[src/rtl/wb_arbiter2.sv]
// Two-master Wishbone classic arbiter (instruction bus m0, data bus m1) in front of one RAM slave.
// Define WB_ARB_TIMEOUT_EN to add an error termination after TIMEOUT granted cycles without s_ack.
module wb_arbiter2 #(
    parameter int unsigned TIMEOUT = 255
) (
    input  logic        clk,
    input  logic        reset,
    input  logic [31:0] m0_addr,
    input  logic [31:0] m0_wdata,
    input  logic [3:0]  m0_sel,
    input  logic        m0_we,
    input  logic        m0_cyc,
    input  logic        m0_stb,
    output logic [31:0] m0_rdata,
    output logic        m0_ack,
    output logic        m0_err,
    input  logic [31:0] m1_addr,
    input  logic [31:0] m1_wdata,
    input  logic [3:0]  m1_sel,
    input  logic        m1_we,
    input  logic        m1_cyc,
    input  logic        m1_stb,
    output logic [31:0] m1_rdata,
    output logic        m1_ack,
    output logic        m1_err,
    output logic [31:0] s_addr,
    output logic [31:0] s_wdata,
    output logic [3:0]  s_sel,
    output logic        s_we,
    output logic        s_cyc,
    output logic        s_stb,
    input  logic [31:0] s_rdata,
    input  logic        s_ack,
    output logic [1:0]  grant
);

    // Encoding doubles as the one-hot grant, so grant comes straight off the state flops.
    typedef enum logic [1:0] {
        IDLE = 2'b00,
        G0   = 2'b01,
        G1   = 2'b10
    } state_e;

    state_e state_q, state_d;
    logic   last_q, last_d;     // 1: m1 was granted most recently
    logic   req0, req1;
    logic   to_armed;           // timeout count reached; independent of s_ack
    logic   to_hit;

    assign req0 = m0_cyc & m0_stb;
    assign req1 = m1_cyc & m1_stb;
    assign to_hit = to_armed & ~s_ack;

`ifdef WB_ARB_TIMEOUT_EN
    localparam int unsigned CNT_W = $clog2(TIMEOUT + 1);

    logic [CNT_W-1:0] cnt_q, cnt_d;

    assign to_armed = (state_q != IDLE) && (cnt_q == CNT_W'(TIMEOUT));

    always_comb begin
        cnt_d = '0;
        if (state_q != IDLE && state_d != IDLE) begin
            cnt_d = cnt_q + CNT_W'(1);
        end
    end

    always_ff @(posedge clk or negedge reset) begin
        if (!reset) begin
            cnt_q <= '0;
        end else begin
            cnt_q <= cnt_d;
        end
    end
`else
    assign to_armed = 1'b0;
`endif

    always_ff @(posedge clk or negedge reset) begin
        if (!reset) begin
            state_q <= IDLE;
            last_q  <= 1'b1;
        end else begin
            state_q <= state_d;
            last_q  <= last_d;
        end
    end

    always_comb begin
        state_d = state_q;
        last_d  = last_q;
        case (state_q)
            IDLE: begin
                // On a tie, the master that did not own the bus last time wins.
                if (req0 && (!req1 || last_q)) begin
                    state_d = G0;
                    last_d  = 1'b0;
                end else if (req1) begin
                    state_d = G1;
                    last_d  = 1'b1;
                end
            end
            G0: begin
                if (s_ack || !m0_cyc || to_hit) begin
                    state_d = IDLE;
                end
            end
            G1: begin
                if (s_ack || !m1_cyc || to_hit) begin
                    state_d = IDLE;
                end
            end
            default: state_d = IDLE;
        endcase
    end

    assign grant    = state_q;
    assign m0_rdata = s_rdata;
    assign m1_rdata = s_rdata;

    always_comb begin
        s_addr  = m0_addr;
        s_wdata = m0_wdata;
        s_sel   = m0_sel;
        s_we    = m0_we;
        s_cyc   = 1'b0;
        s_stb   = 1'b0;
        m0_ack  = 1'b0;
        m0_err  = 1'b0;
        m1_ack  = 1'b0;
        m1_err  = 1'b0;
        case (state_q)
            G0: begin
                s_cyc  = m0_cyc & ~to_armed;
                s_stb  = m0_stb & ~to_armed;
                m0_ack = s_ack;
                m0_err = to_hit & m0_cyc;
            end
            G1: begin
                s_addr  = m1_addr;
                s_wdata = m1_wdata;
                s_sel   = m1_sel;
                s_we    = m1_we;
                s_cyc   = m1_cyc & ~to_armed;
                s_stb   = m1_stb & ~to_armed;
                m1_ack  = s_ack;
                m1_err  = to_hit & m1_cyc;
            end
            default: ;
        endcase
    end

endmodule

[config.mk]
export PLATFORM = sky130hd
export DESIGN_NAME = wb_arbiter2
export DESIGN_NICKNAME = d
export VERILOG_FILES = /design/src/rtl/wb_arbiter2.sv
export SDC_FILE = /design/constraint.sdc
export NUM_CORES = 1
export LEC_CHECK = 0
export BUFFER_PORTS_ARGS = -buffer_cell sky130_fd_sc_hd__buf_2
export CAP_MARGIN = 20
export CORE_AREA = 2 2 123 125
export CTS_BUF_LIST = sky130_fd_sc_hd__clkbuf_2 sky130_fd_sc_hd__clkbuf_4 sky130_fd_sc_hd__clkbuf_8
export CTS_CLUSTER_SIZE = 28
export DETAILED_ROUTE_END_ITERATION = 8
export DIE_AREA = 0 0 125 127
export GPL_ROUTABILITY_DRIVEN = 0
export PLACE_DENSITY = 0.43
export REMOVE_ABC_BUFFERS = 1
export SLEW_MARGIN = 20
export SYNTH_ARGS = -nofsm -noshare
export SYNTH_HDL_FRONTEND = slang
export SYNTH_SLANG_ARGS = --single-unit
[constraint.sdc]
create_clock -name clk -period 1.8 [get_ports clk]
set_clock_uncertainty 0.2 [all_clocks]
set_input_delay 0.45 -clock clk [delete_from_list [all_inputs] [get_ports clk]]
set_output_delay 0.45 -clock clk [all_outputs]
set_load 0.05 [all_outputs]
==> impl_metrics.tcl, run 1 <==
set metrics [dict create \
    failed_checks "negative setup slack" \
    track_usage_pct 13.3 \
    combinational_share_of_power_pct 94.5 \
    synthToLayoutAreaGrowth_pct 87.0 \
    power.switching_fraction_pct 51.0 \
    power.clock.fraction_pct 3.3 \
    postRouteAntennaNets 0 \
    design.final.nets 526 \
    remaining_drc_errors 0 \
    latest_clock_arrival_within_the_worst_skew_pair_ns 0.21 \
    routed_via_density 3.88 \
    antenna_cells_inserted 0 \
    internal-power_w 0.00310 \
    design.portCount 318 \
    post-route-util_pct 25.3 \
    initial_core_util_pct 13.5 \
    worst_setup_path_end_kind "primary output" \
    power_density_nw_per_um2 1730 \
    post_drt_wl_per_cell_um 22.2 \
    netlist.top_cell.by_area "sky130_fd_sc_hd__mux2_4" \
    final_worst_slack_ns -0.489 \
    period_needed_ns 2.29 \
    synth.area.top_cells "sky130_fd_sc_hd__mux2_4, sky130_fd_sc_hd__buf_4, sky130_fd_sc_hd__buf_12" \
    start_kind "flip-flop" \
    detail_route.first_pass.iterations 4 \
    grt.overflow.total 0 \
    clock_sink_count 3 \
    power.static_leakage_nw 1.86 \
    worst_hold_slack_ns 0.299 \
    tritoncts "yes" \
    buffers_inverters_on_critical_path 4 \
    setup.worst_path.class "reg -> out" \
    power.net_switching_w 0.00322 \
    wire_length_of_the_first_global_routing_pass_um 15200 \
    hp-class "in -> reg" \
    wl_um 11700 \
    floorplan.die.width_um 125 \
    final_layout_size_suffix_gt1_share_pct 95.3 \
    arrival_time_at_the_worst_endpoint_ns 1.64 \
    coreArea_um2 14400 \
    cts-buffers-inserted 3 \
    rsz0062_at_grt "yes" \
    p_seq_share_pct 2.2 \
    cp_max_fo 10 \
    run_status "finished, violations left" \
    netlist-cell-type-count 22 \
    grt_antenna_before_repair 0 \
    drt_first_iter_violations 119 \
    timing.final.max_slew_violations 0 \
    cts.htree.levels 1 \
    final_hpwl_dp_um 9560 \
    number_of_warning_messages_in_the_yosys_log 0 \
    timing.critical_path.cells "inv_2 > ha_4 > buf_12 > buf_16 > mux2_4 > buf_6" \
    min_period_over_period_pct 127 \
    hold_viol_final 0 \
    fp.dieH_um 127 \
    timing.final.setup_violations 74 \
    synthesis.area_per_instance_um2 11.3 \
    ir_drop_mv 0.962 \
    timing.fmax_mhz 437 \
    synth.ff_latch_count 3 \
    ctsLongestPathBuffers 2 \
    r2r_slack_ns 0.07 \
    cts_root_buffer "sky130_fd_sc_hd__clkbuf_8" \
    fp.dieArea_um2 15900 \
    maxcap_violations 0 \
    clkTransAtPathRegs_ns 0.03 \
    crit_required_ns 1.15 \
    area_of_the_mapped_netlist_um2 1950 \
    synth.yosys.seq_area_share_pct 3.92 \
    critical-path-max-stage-delay_ns 0.37 \
    via_count 2048 \
    area_share_of_the_largest_cell_type_after_synthesis_pct 53.1 \
    vias_in_the_first_global_route 2159 \
    grt_max_degree 16 \
    fillCellCount 1552 \
    port_buffers 219 \
    cp_top_family "buffers and inverters" \
    post_synth_inst_count 172 \
    rows 44 \
    crit_slowest_cell "sky130_fd_sc_hd__dfrtp_1" \
]
-- cell usage after synthesis --
master,number
sky130_fd_sc_hd__a22oi_2,1
sky130_fd_sc_hd__a31oi_1,1
sky130_fd_sc_hd__nand3_1,1
sky130_fd_sc_hd__o2111ai_1,1
sky130_fd_sc_hd__o22ai_1,2
sky130_fd_sc_hd__nand2_1,2
sky130_fd_sc_hd__ha_1,4
sky130_fd_sc_hd__a2bb2oi_1,2
sky130_fd_sc_hd__conb_1,1
sky130_fd_sc_hd__buf_4,66
sky130_fd_sc_hd__buf_12,7
sky130_fd_sc_hd__mux2_4,69
sky130_fd_sc_hd__nand4_1,1
sky130_fd_sc_hd__buf_6,1
sky130_fd_sc_hd__nor2b_1,2
sky130_fd_sc_hd__nor2_1,1
sky130_fd_sc_hd__and2_1,2
sky130_fd_sc_hd__a41oi_1,1
sky130_fd_sc_hd__a22oi_1,2
sky130_fd_sc_hd__dfstp_2,1
sky130_fd_sc_hd__dfrtp_1,2
sky130_fd_sc_hd__inv_1,2
-- cell families (layout without fill, tap and decap cells) --
kind of cell,Yosys count,after routing,share of synthesized area (%)
other cells,1,2,0.192
flops,3,3,3.92
fa+ha+maj,4,4,2.57
mux,69,69,53.1
simple gates,9,9,2.44
compound gates,10,10,4.17
buf+inv,76,247,33.6
-- worst register-to-register path, stage by stage, from the launching register on --
cell	delay, ns
sky130_fd_sc_hd__dfrtp_1	0.38
sky130_fd_sc_hd__buf_4	0.13
sky130_fd_sc_hd__buf_6	0.09
sky130_fd_sc_hd__inv_4	0.04
sky130_fd_sc_hd__ha_4	0.16
sky130_fd_sc_hd__buf_4	0.13
sky130_fd_sc_hd__a22oi_2	0.22
sky130_fd_sc_hd__a2bb2oi_2	0.16
sky130_fd_sc_hd__o22ai_1	0.09
-- placed cells by master, fill, tap and decap left out, types with 2 or more instances in the layout --
cell                        Yosys  routed
sky130_fd_sc_hd__a22oi_2        1       3
sky130_fd_sc_hd__a2bb2oi_2      0       2
sky130_fd_sc_hd__and2_4         0       2
sky130_fd_sc_hd__buf_12         7       8
sky130_fd_sc_hd__buf_16         0       7
sky130_fd_sc_hd__buf_2          0     146
sky130_fd_sc_hd__buf_4         66       6
sky130_fd_sc_hd__buf_6          1      66
sky130_fd_sc_hd__buf_8          0       6
sky130_fd_sc_hd__clkbuf_8       0       3
sky130_fd_sc_hd__conb_1         1       2
sky130_fd_sc_hd__dfrtp_1        2       2
sky130_fd_sc_hd__ha_4           0       2
sky130_fd_sc_hd__mux2_4        69      69
sky130_fd_sc_hd__nand2_1        2       2
sky130_fd_sc_hd__nor2b_2        0       2
sky130_fd_sc_hd__o22ai_1        2       2
-- final timing paths --
check,start,to,cells past startpoint
max,grant[0]$_DFFE_PN0P_,s_wdata[31],6
min,m0_stb,last_q$_DFFE_PN1P_,2
max reg2reg,grant[1]$_DFFE_PN0P_,grant[0]$_DFFE_PN0P_,8
min reg2reg,last_q$_DFFE_PN1P_,last_q$_DFFE_PN1P_,2
max in group asynchronous,reset,last_q$_DFFE_PN1P_,2
min in group asynchronous,reset,grant[0]$_DFFE_PN0P_,2
-- layer usage --
metal,up-vias,global-route usage [%],wire length [um]
met2,212,22.1,5510
met1,946,14.3,4240
met4,2,0.850,30
met3,4,9.42,1840
li1,884,-,-
met5,-,4.95,75
-- sequential cells by signal, indices dropped and copies added (netlist names) --
| register | cells |
|---|---|
| grant | 2 |
| last_q | 1 |
-- per-stage QoR --
step                cells  worst slack [ns]  area (um^2)  setup TNS (ns)  power, W
finish                528            -0.489         3640          -32.50   0.00632
global route          528            -0.546         3640          -36.28   0.00657
CTS                   527            -0.532         3630          -34.18   0.00637
detailed placement    510            -0.363         2780          -22.98   0.00452
global placement      510            -0.325         2780          -21.11   0.00449
floorplan              99             -3.28         1310         -207.94   0.00304
-- power by group through the flow --
stage	Combinational [W]	Sequential, W	Clock, W
floorplan	0.00283	0.000211	0
CTS	0.00601	0.000140	0.000217
detailed placement	0.00439	0.000137	0
global placement	0.00435	0.000137	0
finish	0.00597	0.000139	0.000209
global route	0.00621	0.000143	0.000224
-- cell type report --
cell class	instances	area (um^2)	share of cell area, %
Inverter	2	10.0	0.275
Sequential cell	3	76.3	2.09
Clock buffer	4	48.8	1.34
Tap cell	184	230	6.32
Timing Repair Buffer	241	2000	54.8
Multi-Input combinational cell	94	1280	35.2
-- repair_timing --
action / in CTS / in global routing
gates resized for setup: 168 / 6
buffers inserted: 5 / 2
hold buffers: 1 / 0
pin swaps: 2 / 3
setup endpoints to repair: 73 / 73
endpoints found under the hold margin: 2 / 0
cloned: 7 / 1
No activity file was read; power rests on OpenSTA's default activity.
==> run 2: changes to the inputs <==
--- a/config.mk
+++ b/config.mk
@@ -7,13 +7,14 @@
 export LEC_CHECK = 0
 export BUFFER_PORTS_ARGS = -buffer_cell sky130_fd_sc_hd__buf_2
 export CAP_MARGIN = 20
-export CORE_AREA = 2 2 123 125
+export CORE_AREA = 8 8 116 118
 export CTS_BUF_LIST = sky130_fd_sc_hd__clkbuf_2 sky130_fd_sc_hd__clkbuf_4 sky130_fd_sc_hd__clkbuf_8
 export CTS_CLUSTER_SIZE = 28
 export DETAILED_ROUTE_END_ITERATION = 8
-export DIE_AREA = 0 0 125 127
+export DIE_AREA = 0 0 124 126
 export GPL_ROUTABILITY_DRIVEN = 0
-export PLACE_DENSITY = 0.43
+export MAX_ROUTING_LAYER = met4
+export PLACE_DENSITY = 0.52
 export REMOVE_ABC_BUFFERS = 1
 export SLEW_MARGIN = 20
 export SYNTH_ARGS = -nofsm -noshare
==> constraint.sdc (replaced) <==
create_clock -name clk -period 2 [get_ports clk]
set_clock_uncertainty 0.2 [all_clocks]
set_input_delay 0.5 -clock clk [delete_from_list [all_inputs] [get_ports clk]]
set_output_delay 0.5 -clock clk [all_outputs]
set_load 0.05 [all_outputs]
==> run 2 against run 1 <==
  * The flow still finishes with violations (negative setup slack)
  * First-iteration DRC count shrank 68%
  * Largest power group unchanged
  * Largest cell class unchanged
  * Wire length grew 11%
  * Core utilization grew 5.8 points
  * Clock power shrank 5%
==> impl_metrics.tcl, run 2 (synthesis gave the netlist of run 1 again) <==
set metrics [dict create \
    hp-class "in -> reg" \
    ir_drop_mv 0.741 \
    r2r_slack_ns 0.18 \
    largest_register_ff_count 2 \
    grt_max_degree 20 \
    remaining_drc_errors 0 \
    buffers_inverters_on_critical_path 4 \
    dpl.cell_count 472 \
    post-route-util_pct 31.1 \
    worst_r2r_startpoint "grant[1]$_DFFE_PN0P_" \
    cts_root_buffer "sky130_fd_sc_hd__clkbuf_8" \
    critical_path_cell_count 6 \
    ctsLongestPathBuffers 2 \
    final_non_filler_cell_total 494 \
    latest_clock_arrival_within_the_worst_skew_pair_ns 0.22 \
    antenna_cells_inserted 0 \
    coreArea_um2 11700 \
    hold_viol_final 0 \
    timing.final.setup_violations 73 \
    final_worst_slack_ns -0.334 \
    track_usage_pct 15.0 \
    cp_top_family "buffers and inverters" \
    min_period_over_period_pct 117 \
    final_hpwl_dp_um 10700 \
    postRouteAntennaNets 0 \
    wire_length_of_the_first_global_routing_pass_um 16200 \
    arrival_time_at_the_worst_endpoint_ns 1.63 \
    wl_um 13000 \
    layout_commonest_cell "sky130_fd_sc_hd__buf_2" \
    initial_core_util_pct 16.6 \
    design.final.nets 529 \
    cts-buffers-inserted 3 \
    period_needed_ns 2.33 \
    clock_sink_count 3 \
    cp_max_fo 5 \
    floorplan.die.width_um 124 \
    worst_hold_path.num_cells 2 \
    port_buffers 219 \
    worstSetupStartpoint "grant[0]$_DFFE_PN0P_" \
    failed_checks "negative setup slack" \
    power.static_leakage_nw 1.89 \
    rsz0062_at_grt "yes" \
    maxcap_violations 0 \
    endpoint "s_addr[25]" \
    setup.worst_path.class "reg -> out" \
    vias_in_the_first_global_route 2194 \
    tritoncts "yes" \
    post_drt_wl_per_cell_um 26.3 \
    timing.final.max_slew_violations 0 \
    fp.dieArea_um2 15600 \
    power_density_nw_per_um2 1600 \
    routed_via_density 4.08 \
    synthToLayoutAreaGrowth_pct 86.9 \
    fp.dieH_um 126 \
    detail_route.first_pass.iterations 4 \
    timing.fmax_mhz 429 \
    power_w 0.00583 \
    crit_required_ns 1.30 \
    grt.overflow.total 0 \
    crit_slowest_cell "sky130_fd_sc_hd__dfrtp_1" \
    reg2reg_to "grant[0]$_DFFE_PN0P_" \
    drt_first_iter_violations 38 \
    grt_antenna_before_repair 0 \
    final_layout_size_suffix_gt1_share_pct 94.5 \
    run_status "finished, violations left" \
    cts.htree.levels 1 \
    worst_setup_path_end_kind "primary output" \
    fillCellCount 1183 \
    clkTransAtPathRegs_ns 0.04 \
    rows 40 \
    worstRegToRegCells 8 \
    final_cell_mix "sky130_fd_sc_hd__buf_2, sky130_fd_sc_hd__mux2_4, sky130_fd_sc_hd__buf_6, sky130_fd_sc_hd__buf_8, sky130_fd_sc_hd__buf_4" \
    start_kind "flip-flop" \
    timing.critical_path.cells "inv_2 > ha_4 > buf_8 > clkbuf_16 > mux2_4 > buf_6" \
    design.portCount 318 \
    via_count 2015 \
    critical-path-max-stage-delay_ns 0.37 \
]
run 2: per-stage QoR:
step / setup WS [ns] / area, um^2 / hold WS (ns) / TNS [ns]
3_5_place_dp: -0.210 / 2690 / 0.103 / -11.97
6_report: -0.334 / 3640 / 0.316 / -21.87
5_1_grt: -0.397 / 3640 / 0.329 / -26.14
4_1_cts: -0.391 / 3530 / 0.313 / -22.26
3_3_place_gp: -0.186 / 2690 / 0.0971 / -10.25
2_1_floorplan: -3.13 / 1310 / 0.00441 / -196.59
run 2: worst min path at each step:
stage            from                    to  slack, ns
6_report       m0_stb    last_q$_DFFE_PN1P_       0.32
5_1_grt        m0_stb    last_q$_DFFE_PN1P_       0.33
4_1_cts        m0_stb    last_q$_DFFE_PN1P_       0.31
3_5_place_dp    reset  grant[1]$_DFFE_PN0P_       0.10
3_3_place_gp    reset  grant[1]$_DFFE_PN0P_        0.1
2_1_floorplan   reset  grant[0]$_DFFE_PN0P_      0.004
run 2: layer usage:
layer	vias up	share of wire [%]	track usage, %
met4	0	0.27	1.26
met5	-	0	-
li1	887	-	-
met1	929	32	13.7
met2	193	45	23.1
met3	6	22	14.6
run 2: power breakdown:
part | switching, W | internal [W]
clock network | 0.0000475 | 0.000150
registers | 0.0000261 | 0.0000987
logic | 0.00289 | 0.00262
run 2: timing repair:
action	4_1_cts	5_1_grt
buffers inserted	9	1
setup endpoints to repair	73	73
resized for setup	170	12
gates cloned	6	4
pin swaps	3	3
hold buffers	1	0
hold endpoints to repair	2	0
run 2: area by class of cell:
class,instances,area [um^2],area share (%)
Timing Repair Buffer,244,2030,55.8
Sequential cell,3,76.3,2.09
Multi-Input combinational cell,94,1290,35.4
Clock buffer,4,48.8,1.34
Inverter,2,12.5,0.343
Tap cell,147,184,5.05
